<file path="config.mk">
export PLATFORM = sky130hd
export DESIGN_NAME = if_fetch
export DESIGN_NICKNAME = d
export VERILOG_FILES = /design/src/rtl/mips_defs.sv /design/src/rtl/if_hold_buf.sv /design/src/rtl/if_fetch.sv
export SDC_FILE = /design/constraint.sdc
export NUM_CORES = 1
export LEC_CHECK = 0
export ABC_AREA = 1
export CELL_PAD_IN_SITES_DETAIL_PLACEMENT = 0
export CELL_PAD_IN_SITES_GLOBAL_PLACEMENT = 1
export CORE_MARGIN = 2
export CORE_UTILIZATION = 42
export DETAILED_ROUTE_END_ITERATION = 6
export DONT_BUFFER_PORTS = 1
export PLACE_DENSITY_LB_ADDON = 0.1
export SETUP_SLACK_MARGIN = 0.02
export SYNTH_ARGS = -nofsm -noshare
export SYNTH_HDL_FRONTEND = slang
export SYNTH_HIERARCHICAL = 1
export SYNTH_SLANG_ARGS = --single-unit
</file>
<file path="constraint.sdc">
create_clock -name clk -period 7.1 [get_ports clk]
set_clock_uncertainty 0.2 [all_clocks]
set_input_delay 1.42 -clock clk [delete_from_list [all_inputs] [get_ports clk]]
set_output_delay 1.42 -clock clk [all_outputs]
set_load 0.02 [all_outputs]
</file>
<file path="src/rtl/mips_defs.sv">
// Shared definitions for the fetch slice of the MIPS pipeline.
// Holds exception codes, the NOP encoding, the instruction-memory window,
// the fetch FSM state encoding and the packed slot carried toward decode.
package mips_defs;

  localparam logic [4:0]  EXC_INT    = 5'd0;
  localparam logic [4:0]  EXC_ADEL   = 5'd4;
  localparam logic [31:0] NOP_WORD   = 32'h0000_0000;  // sll $0,$0,0
  localparam logic [31:0] IMEM_BASE  = 32'h0000_3000;
  localparam int unsigned IMEM_WORDS = 4096;

  typedef enum logic [1:0] {
    IDLE  = 2'd0,  // ready to issue the next fetch
    WAIT  = 2'd1,  // request outstanding
    HOLD  = 2'd2,  // response buffered while decode is stalled
    DRAIN = 2'd3   // request killed by a redirect, swallow its ack
  } fetch_state_e;

  typedef struct packed {
    logic [31:0] pc;
    logic [31:0] code;
    logic [4:0]  exccode;
  } fetch_slot_t;

endpackage

</file>
<file path="src/rtl/if_hold_buf.sv">
// One-entry holding register for a fetched instruction that decode could not
// take in the cycle it arrived.
// Ports:
//   clk       rising-edge clock
//   rst_ni    synchronous active-low reset
//   load_i    capture slot_i
//   unload_i  entry handed on; mark empty
//   clear_i   entry killed by a redirect; mark empty
//   slot_i    pc / code / exccode to capture
//   valid_o   entry present
//   slot_o    stored pc / code / exccode
module if_hold_buf
  import mips_defs::*;
(
  input  logic        clk,
  input  logic        rst_ni,
  input  logic        load_i,
  input  logic        unload_i,
  input  logic        clear_i,
  input  fetch_slot_t slot_i,
  output logic        valid_o,
  output fetch_slot_t slot_o
);

  logic        valid_q;
  fetch_slot_t slot_q;

  // NOTE: sequential state is written with non-blocking '<=' so every flop
  // samples pre-edge values regardless of process ordering.
  always_ff @(posedge clk) begin
    if (!rst_ni) begin
      valid_q <= 1'b0;
    end else if (clear_i || unload_i) begin
      valid_q <= 1'b0;
    end else if (load_i) begin
      valid_q <= 1'b1;
    end
  end

  // NOTE: the payload is deliberately left without reset; valid_q qualifies
  // it, so resetting the wide data path would only add reset fan-out.
  always_ff @(posedge clk) begin
    if (load_i) begin
      slot_q <= slot_i;
    end
  end

  assign valid_o = valid_q;
  assign slot_o  = slot_q;

endmodule

</file>
<file path="src/rtl/if_fetch.sv">
// Instruction-fetch stage: issues F_pc to a variable-latency instruction
// memory, screens for AdEL, and hands pc/code/exccode to decode through the
// D registers, with a one-entry hold buffer for responses that arrive while
// decode is stalled. A redirect (flush) kills buffered and in-flight fetches.
// Ports:
//   clk, reset          clock; synchronous active-low reset
//   F_pc                current fetch PC (stable while F_stall=1)
//   flush               redirect this cycle
//   D_stall             decode cannot accept a new instruction
//   imem_req/addr       memory request and word address
//   imem_ack/rdata      one-cycle response pulse with data
//   F_stall             pause for the PC register
//   D_valid/pc/code/exccode  decode-side instruction registers
module if_fetch #(
  parameter logic [31:0] IMEM_BASE  = mips_defs::IMEM_BASE,
  parameter int unsigned IMEM_WORDS = mips_defs::IMEM_WORDS,
  parameter logic [4:0]  EXC_ADEL   = mips_defs::EXC_ADEL
) (
  input  logic        clk,
  input  logic        reset,
  input  logic [31:0] F_pc,
  input  logic        flush,
  input  logic        D_stall,
  output logic        imem_req,
  output logic [31:0] imem_addr,
  input  logic        imem_ack,
  input  logic [31:0] imem_rdata,
  output logic        F_stall,
  output logic        D_valid,
  output logic [31:0] D_pc,
  output logic [31:0] D_code,
  output logic [4:0]  D_exccode
);

  import mips_defs::*;

  fetch_state_e state_q, state_d;
  logic         d_valid_q, d_valid_d;
  fetch_slot_t  d_slot_q, d_slot_d;

  logic         deliver_mem, deliver_adel, deliver_buf, buf_load;
  logic         buf_valid;
  fetch_slot_t  buf_slot, mem_slot;

  // Range check in 33 bits so BASE + 4*WORDS cannot wrap past 2^32.
  logic [32:0] pc_ext, lo_ext, hi_ext;
  logic        addr_bad;

  assign pc_ext   = {1'b0, F_pc};
  assign lo_ext   = {1'b0, IMEM_BASE};
  assign hi_ext   = lo_ext + ({1'b0, 32'(IMEM_WORDS)} << 2);
  assign addr_bad = (F_pc[1:0] != 2'b00) || (pc_ext < lo_ext) || (pc_ext >= hi_ext);

  assign imem_addr = F_pc;
  assign mem_slot  = '{pc: F_pc, code: imem_rdata, exccode: 5'd0};

  // State register
  always_ff @(posedge clk) begin
    if (!reset) state_q <= IDLE;
    else        state_q <= state_d;
  end

  // Next-state logic; flush outranks both ack and D_stall.
  // NOTE: combinational blocks use blocking '=' and assign every output a
  // default first, so no path leaves a signal unassigned and no latch forms.
  always_comb begin
    state_d = state_q;
    case (state_q)
      IDLE:    if (!flush && !addr_bad) state_d = WAIT;
      WAIT: begin
        if (imem_ack)   state_d = (flush || !D_stall) ? IDLE : HOLD;
        else if (flush) state_d = DRAIN;
      end
      HOLD:    if (flush || !D_stall) state_d = IDLE;
      DRAIN:   if (imem_ack) state_d = IDLE;
      default: state_d = IDLE;
    endcase
  end

  // Output / control logic. F_stall is 0 during flush so the PC register
  // loads its redirect target.
  always_comb begin
    imem_req     = 1'b0;
    F_stall      = 1'b0;
    deliver_mem  = 1'b0;
    deliver_adel = 1'b0;
    deliver_buf  = 1'b0;
    buf_load     = 1'b0;
    case (state_q)
      IDLE: begin
        if (!flush) begin
          if (!addr_bad)    begin imem_req = 1'b1; F_stall = 1'b1; end
          else if (D_stall) F_stall = 1'b1;
          else              deliver_adel = 1'b1;
        end
      end
      WAIT: begin
        // Request stays up until the ack cycle and drops with the ack.
        imem_req = !imem_ack;
        if (!flush) begin
          if (!imem_ack)    F_stall = 1'b1;
          else if (D_stall) begin buf_load = 1'b1; F_stall = 1'b1; end
          else              deliver_mem = 1'b1;
        end
      end
      HOLD: begin
        if (!flush) begin
          F_stall     = D_stall;
          deliver_buf = !D_stall;
        end
      end
      DRAIN:   F_stall = !flush;
      default: ;
    endcase
    if (!reset) begin
      imem_req     = 1'b0;
      F_stall      = 1'b0;
      deliver_mem  = 1'b0;
      deliver_adel = 1'b0;
      deliver_buf  = 1'b0;
      buf_load     = 1'b0;
    end
  end

  if_hold_buf u_hold_buf (
    .clk      (clk),
    .rst_ni   (reset),
    .load_i   (buf_load),
    .unload_i (deliver_buf),
    .clear_i  (flush),
    .slot_i   (mem_slot),
    .valid_o  (buf_valid),
    .slot_o   (buf_slot)
  );

  // Decode-side registers. A cycle with neither delivery nor stall leaves a
  // bubble; D_pc is kept so it still names the last delivered instruction.
  always_comb begin
    d_valid_d = d_valid_q;
    d_slot_d  = d_slot_q;
    if (flush) begin
      d_valid_d        = 1'b0;
      d_slot_d.code    = NOP_WORD;
      d_slot_d.exccode = 5'd0;
    end else if (deliver_mem) begin
      d_valid_d = 1'b1;
      d_slot_d  = mem_slot;
    end else if (deliver_adel) begin
      d_valid_d = 1'b1;
      d_slot_d  = '{pc: F_pc, code: NOP_WORD, exccode: EXC_ADEL};
    end else if (deliver_buf && buf_valid) begin
      d_valid_d = 1'b1;
      d_slot_d  = buf_slot;
    end else if (!D_stall) begin
      d_valid_d        = 1'b0;
      d_slot_d.code    = NOP_WORD;
      d_slot_d.exccode = 5'd0;
    end
  end

  always_ff @(posedge clk) begin
    if (!reset) begin
      d_valid_q <= 1'b0;
      d_slot_q  <= '{pc: IMEM_BASE, code: NOP_WORD, exccode: 5'd0};
    end else begin
      d_valid_q <= d_valid_d;
      d_slot_q  <= d_slot_d;
    end
  end

  assign D_valid   = d_valid_q;
  assign D_pc      = d_slot_q.pc;
  assign D_code    = d_slot_q.code;
  assign D_exccode = d_slot_q.exccode;

endmodule

</file>
* Word-level counts from Yosys, hierarchy flattened
Index checks and enable logic that the tools add are counted.
Word-level totals: register bits after elaboration 137, bits of input ports 69, output and inout bits 104, logic and storage cells 86
Operators by class: $lt $le $gt $ge 2, eq/ne operators 10, mux-type cells 44, bitwise gates (word level) 2, reduce and logical (&&, ||, !) cells 19
Operator list (count):
- 2-to-1 mux 69 bit | 2
- 2-to-1 mux 37 bit | 2
- >= comparator 32 x 15 -> 1 bit (second input constant) | 1
- less-than comparator 32 x 14 -> 1 bit (second input constant) | 1
- 2-to-1 mux 32 bit | 1
- 2-to-1 mux 1 bit | 30
- 2-to-1 mux 2 bit | 6
- case mux 2 bit (4 select lines) | 1
- inequality test 2 bit (second input constant) | 3
- equality test 2 bit (second input constant) | 2
- logical NOT 1 bit | 4
- logical OR 1 bit | 4
- inequality test 4 x 1 -> 1 bit (second input constant) | 1
- case mux 1 bit (4 select lines) | 1
- AND reduction 4 bit | 1
- OR reduction 2 bit | 2
- OR reduction 4 bit | 1
- inequality test 3 x 1 -> 1 bit (second input constant) | 1
- inequality test 3 bit (second input constant) | 1
- nonzero test 3 bit | 1
- OR reduction 3 bit | 1
- equality test 2 x 1 -> 1 bit (second input constant) | 1
- logical AND 1 bit | 2
- logical NOT 2 bit | 1
- 5 further kinds | 6

* Longest topological paths before layout
depth in word-level cells 9, depth in mapped cells 11, mapped depth without buffers 11

* Hierarchy
The synthesis kept the hierarchy.
Modules (own cells, without submodules):
- if_fetch | times used 1, cells an instance 547, area an instance 3758.6 sq um, seq. area each 1441.4 sq um
- if_hold_buf | times used 1, cells an instance 74, area an instance 2107.0 sq um, seq. area each 2092.0 sq um

* Least setup slack after synthesis
OpenSTA, ideal clock, no wires.
path kind input -> register, from input port D_stall, to register, netlist name u_hold_buf/slot_o[0], setup time 0.584 ns, arrival 6.451 ns, required time 6.316 ns, path slack -0.135 ns, cell stages on the path 4, buffers on the path 0, cells stage by stage inv_1 -> nor2_1 -> nand2_1 -> nor3_1
RTL lines:
- start: declaration | line if_fetch.sv:23 | input logic D_stall,

* Worst setup path in the final report
from input port F_pc[16], to register d_valid_q (netlist: D_valid)
Between the ends: cells in the longest elaborated chain, start to end 9, elaborated cells between the ends (all ways) 11, those cells by class 2 x order compare; 1 x eq/ne; 6 x mux; 2 x reduce/logical
Ends and longest elaborated chain:
- start: declaration | line if_fetch.sv:21 | input logic [31:0] F_pc,
- less-than comparator 32 x 14 -> 1 bit | line if_fetch.sv:52 | assign addr_bad = (F_pc[1:0] != 2'b00) || (pc_ext < lo_ext) || (pc_ext >= hi_ext);
- logical OR 1 bit | line if_fetch.sv:52
- logical OR 1 bit (*) | line if_fetch.sv:52
- 2-to-1 mux 1 bit (*) | line if_fetch.sv:92 | if (!addr_bad) begin imem_req = 1'b1; F_stall = 1'b1; end
- 2-to-1 mux 1 bit (*) | line if_fetch.sv:91 | if (!flush) begin
- 2-to-1 mux 1 bit (*) | line if_fetch.sv:89 | case (state_q)
- 2-to-1 mux 1 bit (*) | line if_fetch.sv:115 | if (!reset) begin
- 2-to-1 mux 1 bit | line if_fetch.sv:148 | end else if (deliver_adel) begin
- 2-to-1 mux 1 bit | line if_fetch.sv:145 | end else if (deliver_mem) begin
- end signal: assignment | line if_fetch.sv:166 | d_valid_q <= d_valid_d;
- end: declaration | line if_fetch.sv:38 | logic d_valid_q, d_valid_d;
Every way passes the cells marked *; elsewhere a longest branch is shown, timed or not. A chain may end at the register's enable or synchronous reset.

==> results.sh <==
export IMPL_route_met3_wl_um=1310
export IMPL_synth_top_area_frac=0.353
export IMPL_placementRows=43
export IMPL_die_w_um=122
export IMPL_io_buffers=0
export IMPL_cap_violations=0
export IMPL_dp_cells=744
export IMPL_syn2layout_area_growth_pct=8.06
export IMPL_finalInstanceArea_mm2=0.00634
export IMPL_path_common_cell="nand2_1"
export IMPL_critical_path_class="input pin to flip-flop"
export IMPL_hold_buffers=0
export IMPL_post_route_period_util=0.627
export IMPL_grt_pass1_wl_um=21700
export IMPL_switching_share=0.244
export IMPL_vias=3984
export IMPL_stdcell_count=776
export IMPL_cts_tree="built"
export IMPL_slew_viol_final=0
export IMPL_leakagePower_nw=2.39
export IMPL_placedInstanceArea_mm2=0.00573
export IMPL_yosys_warnings=6
export IMPL_synthMuxAreaShare=0
export IMPL_clk_pin_slew_ns=0.06
export IMPL_drc_errors=0
export IMPL_drive_gt1_frac=0.0755
export IMPL_post_cts_resize_count=0
export IMPL_grt_use_total=0.194
export IMPL_ys_top_cells_by_area="edfxtp_1 35%, dfxtp_1 25%, nand2_1 12%"
export IMPL_core_area_mm2=0.0138
export IMPL_wl_um=14000
export IMPL_wl_per_cell_um=18.0
export IMPL_synth_fa_ha_area_frac=0
export IMPL_drtPass1Iterations=5
export IMPL_detailed_place_hpwl_um=8640
export IMPL_setup_viol=0
export IMPL_comb_power_share=0.075
export IMPL_place_congestion=0.765
export IMPL_layout_min_cycle_time_ns=4.45
export IMPL_die_h_um=122
export IMPL_grt_overflow=0
export IMPL_power_density_mw_per_mm2=317
export IMPL_cts_setup_buffers=0
export IMPL_intPower_mw=1.52
export IMPL_antenna_found_initial=0
export IMPL_die_area_mm2=0.0149
export IMPL_start_kind="input pin"
export IMPL_synth_top_area_cell="edfxtp_1"
export IMPL_cts_buffers_inserted=17
export IMPL_start_util=0.426
export IMPL_clk_path_buf_depth=2
export IMPL_grt_pass1_vias=4030
export IMPL_h_tree_depth=4
export IMPL_synth_seq_area_share=0.602
export IMPL_synth_xor_area_share=0
export IMPL_nNetsFinal=652
export IMPL_worstSkewPairLatency_ns=0.41
export IMPL_via_per_inst=5.13
export IMPL_drt_met1_wl_um=5640
export IMPL_synth_cells=621
export IMPL_avgSynthCellArea_um2=9.45
export IMPL_relSlewSlack=0.392
export IMPL_postRouteAntennaNets=0
export IMPL_clockPowerShare=0.454
export IMPL_run_status="finished, final reports clean"
export IMPL_worstMarginPinSlew_ns=0.910
export IMPL_hold_slack_ns=0.295
export IMPL_grt_setup_unrepaired="no"
export IMPL_switching_power_uw=490
export IMPL_synth_seq_cells=142
export IMPL_cts_sinks=142
export IMPL_syn_cell_area_mm2=0.00587
export IMPL_ios=173
export IMPL_dpl_worst_slack_ns=2.11
export IMPL_cp_cell_sequence="nor3_1, nand3_1, o21bai_4, nand3_2, inv_2, nand2_1, nand2_1, inv_1"
export IMPL_synth_compound_area_frac=0.0898
export IMPL_final_util=0.460
export IMPL_crit_path_max_incr_delay_ns=0.82
export IMPL_ys_types=28
export IMPL_max_clock_freq_mhz=225
export IMPL_cp_end_kind="flip-flop"
export IMPL_antenna_cells=0
export IMPL_cp_arrival_ns=4.56
export IMPL_grt_max_degree=42
export IMPL_synthSimpleGateAreaFrac=0.224
export IMPL_cp_slowest_cell="nand3_2"
export IMPL_tns_ns=0
export IMPL_drt_iter0_drc=202
export IMPL_power_mw=2.01
export IMPL_holdCritPathClass="flip-flop to flip-flop"
export IMPL_synth_top_family_by_area="simple AND/OR/NAND/NOR gates"
export IMPL_hold_viol=0
export IMPL_fin_ws_ns=2.65
export IMPL_critPathMaxFanout=35
export IMPL_vdd_ir_drop_max_mv=0.147
export IMPL_sequentialPowerShare=0.471
export IMPL_critPathRequiredTime_ns=7.21
export IMPL_highest_layer="met4"
export IMPL_wl_met2_um=6880
export IMPL_root_buffer="clkbuf_16"
-- per-layer routing --
metal | track usage | vias up
met5 | 0 | -
met4 | 0.0539 | 0
met3 | 0.0941 | 13
met2 | 0.329 | 128
met1 | 0.219 | 1881
li1 | - | 1962
-- Yosys cell counts (all sizes together) --
cell and instances:
nand2 186, nor2 82, dfxtp 73, edfxtp 69
buf 50, nand3 42, a31oi 35, o21bai 31
inv 22, clkbuf 13, nor3 7, a22oi 4
a211oi 1, a21oi 1, conb 1, nand4 1
o2111ai 1, o21ai 1, o31ai 1
-- final timing paths --
check	slack, ns	depth (start not counted)	end	start
setup reg to reg	3.85	8	D_valid	state_q[1]
hold / removal	0.30	2	u_hold_buf/valid_o	u_hold_buf/valid_o
hold reg to reg	0.30	2	u_hold_buf/valid_o	u_hold_buf/valid_o
setup / recovery	2.65	8	D_valid	F_pc[16]
-- logic make-up (layout without fill, tap and decap cells) --
group / after synthesis / after routing
and+or+nand+nor: 318 / 318
AOI/OAI and AO/OA: 75 / 75
other: 1 / 5
DFF: 142 / 142
buffers and inverters: 85 / 56
-- final cells by class --
type / count / area (um2)
Fill cell: 1354 / 7430
Sequential cell: 142 / 3530
Multi-Input combinational cell: 398 / 1870
Clock buffer: 21 / 470
Tap cell: 180 / 225
Clock inverter: 11 / 138
Inverter: 22 / 85.1
Timing Repair Buffer: 2 / 15.0
-- power groups by stage --
| stage | logic [mW] | registers (mW) | clock network [mW] |
|---|---|---|---|
| 2_1_floorplan | 0.156 | 0.958 | 0 |
| 3_3_place_gp | 0.151 | 0.965 | 0 |
| 3_5_place_dp | 0.152 | 0.966 | 0 |
| 4_1_cts | 0.153 | 0.948 | 0.931 |
| 5_1_grt | 0.174 | 0.952 | 0.969 |
| 6_report | 0.151 | 0.947 | 0.911 |
-- registers in the layout, indices dropped and copies added, names as in the netlist --
register,cells
D_code,32
D_exccode,5
state_q,2
D_pc,32
u_hold_buf/valid_o,1
u_hold_buf/slot_o,69
D_valid,1
-- cells in the final DEF, fill, tap and decap left out, drive strengths merged --
cell,n
o21bai,31
a211oi,1
nand4,1
o21ai,1
a31oi,35
nand2,186
inv,23
buf,2
dfxtp,73
a21oi,1
nor2,82
clkinvlp,2
nand3,42
clkinv,5
nor3,7
clkbuf,21
conb,5
o2111ai,1
o31ai,1
edfxtp,69
bufinv,3
a22oi,4
-- worst max-delay path: cells and delay by family --
kind / cells / cell delay [ns]
simple gates: 5 / 1.47
buf+inv: 2 / 0.83
compound gates: 1 / 0.80
Power figures use the tool's default switching activity.
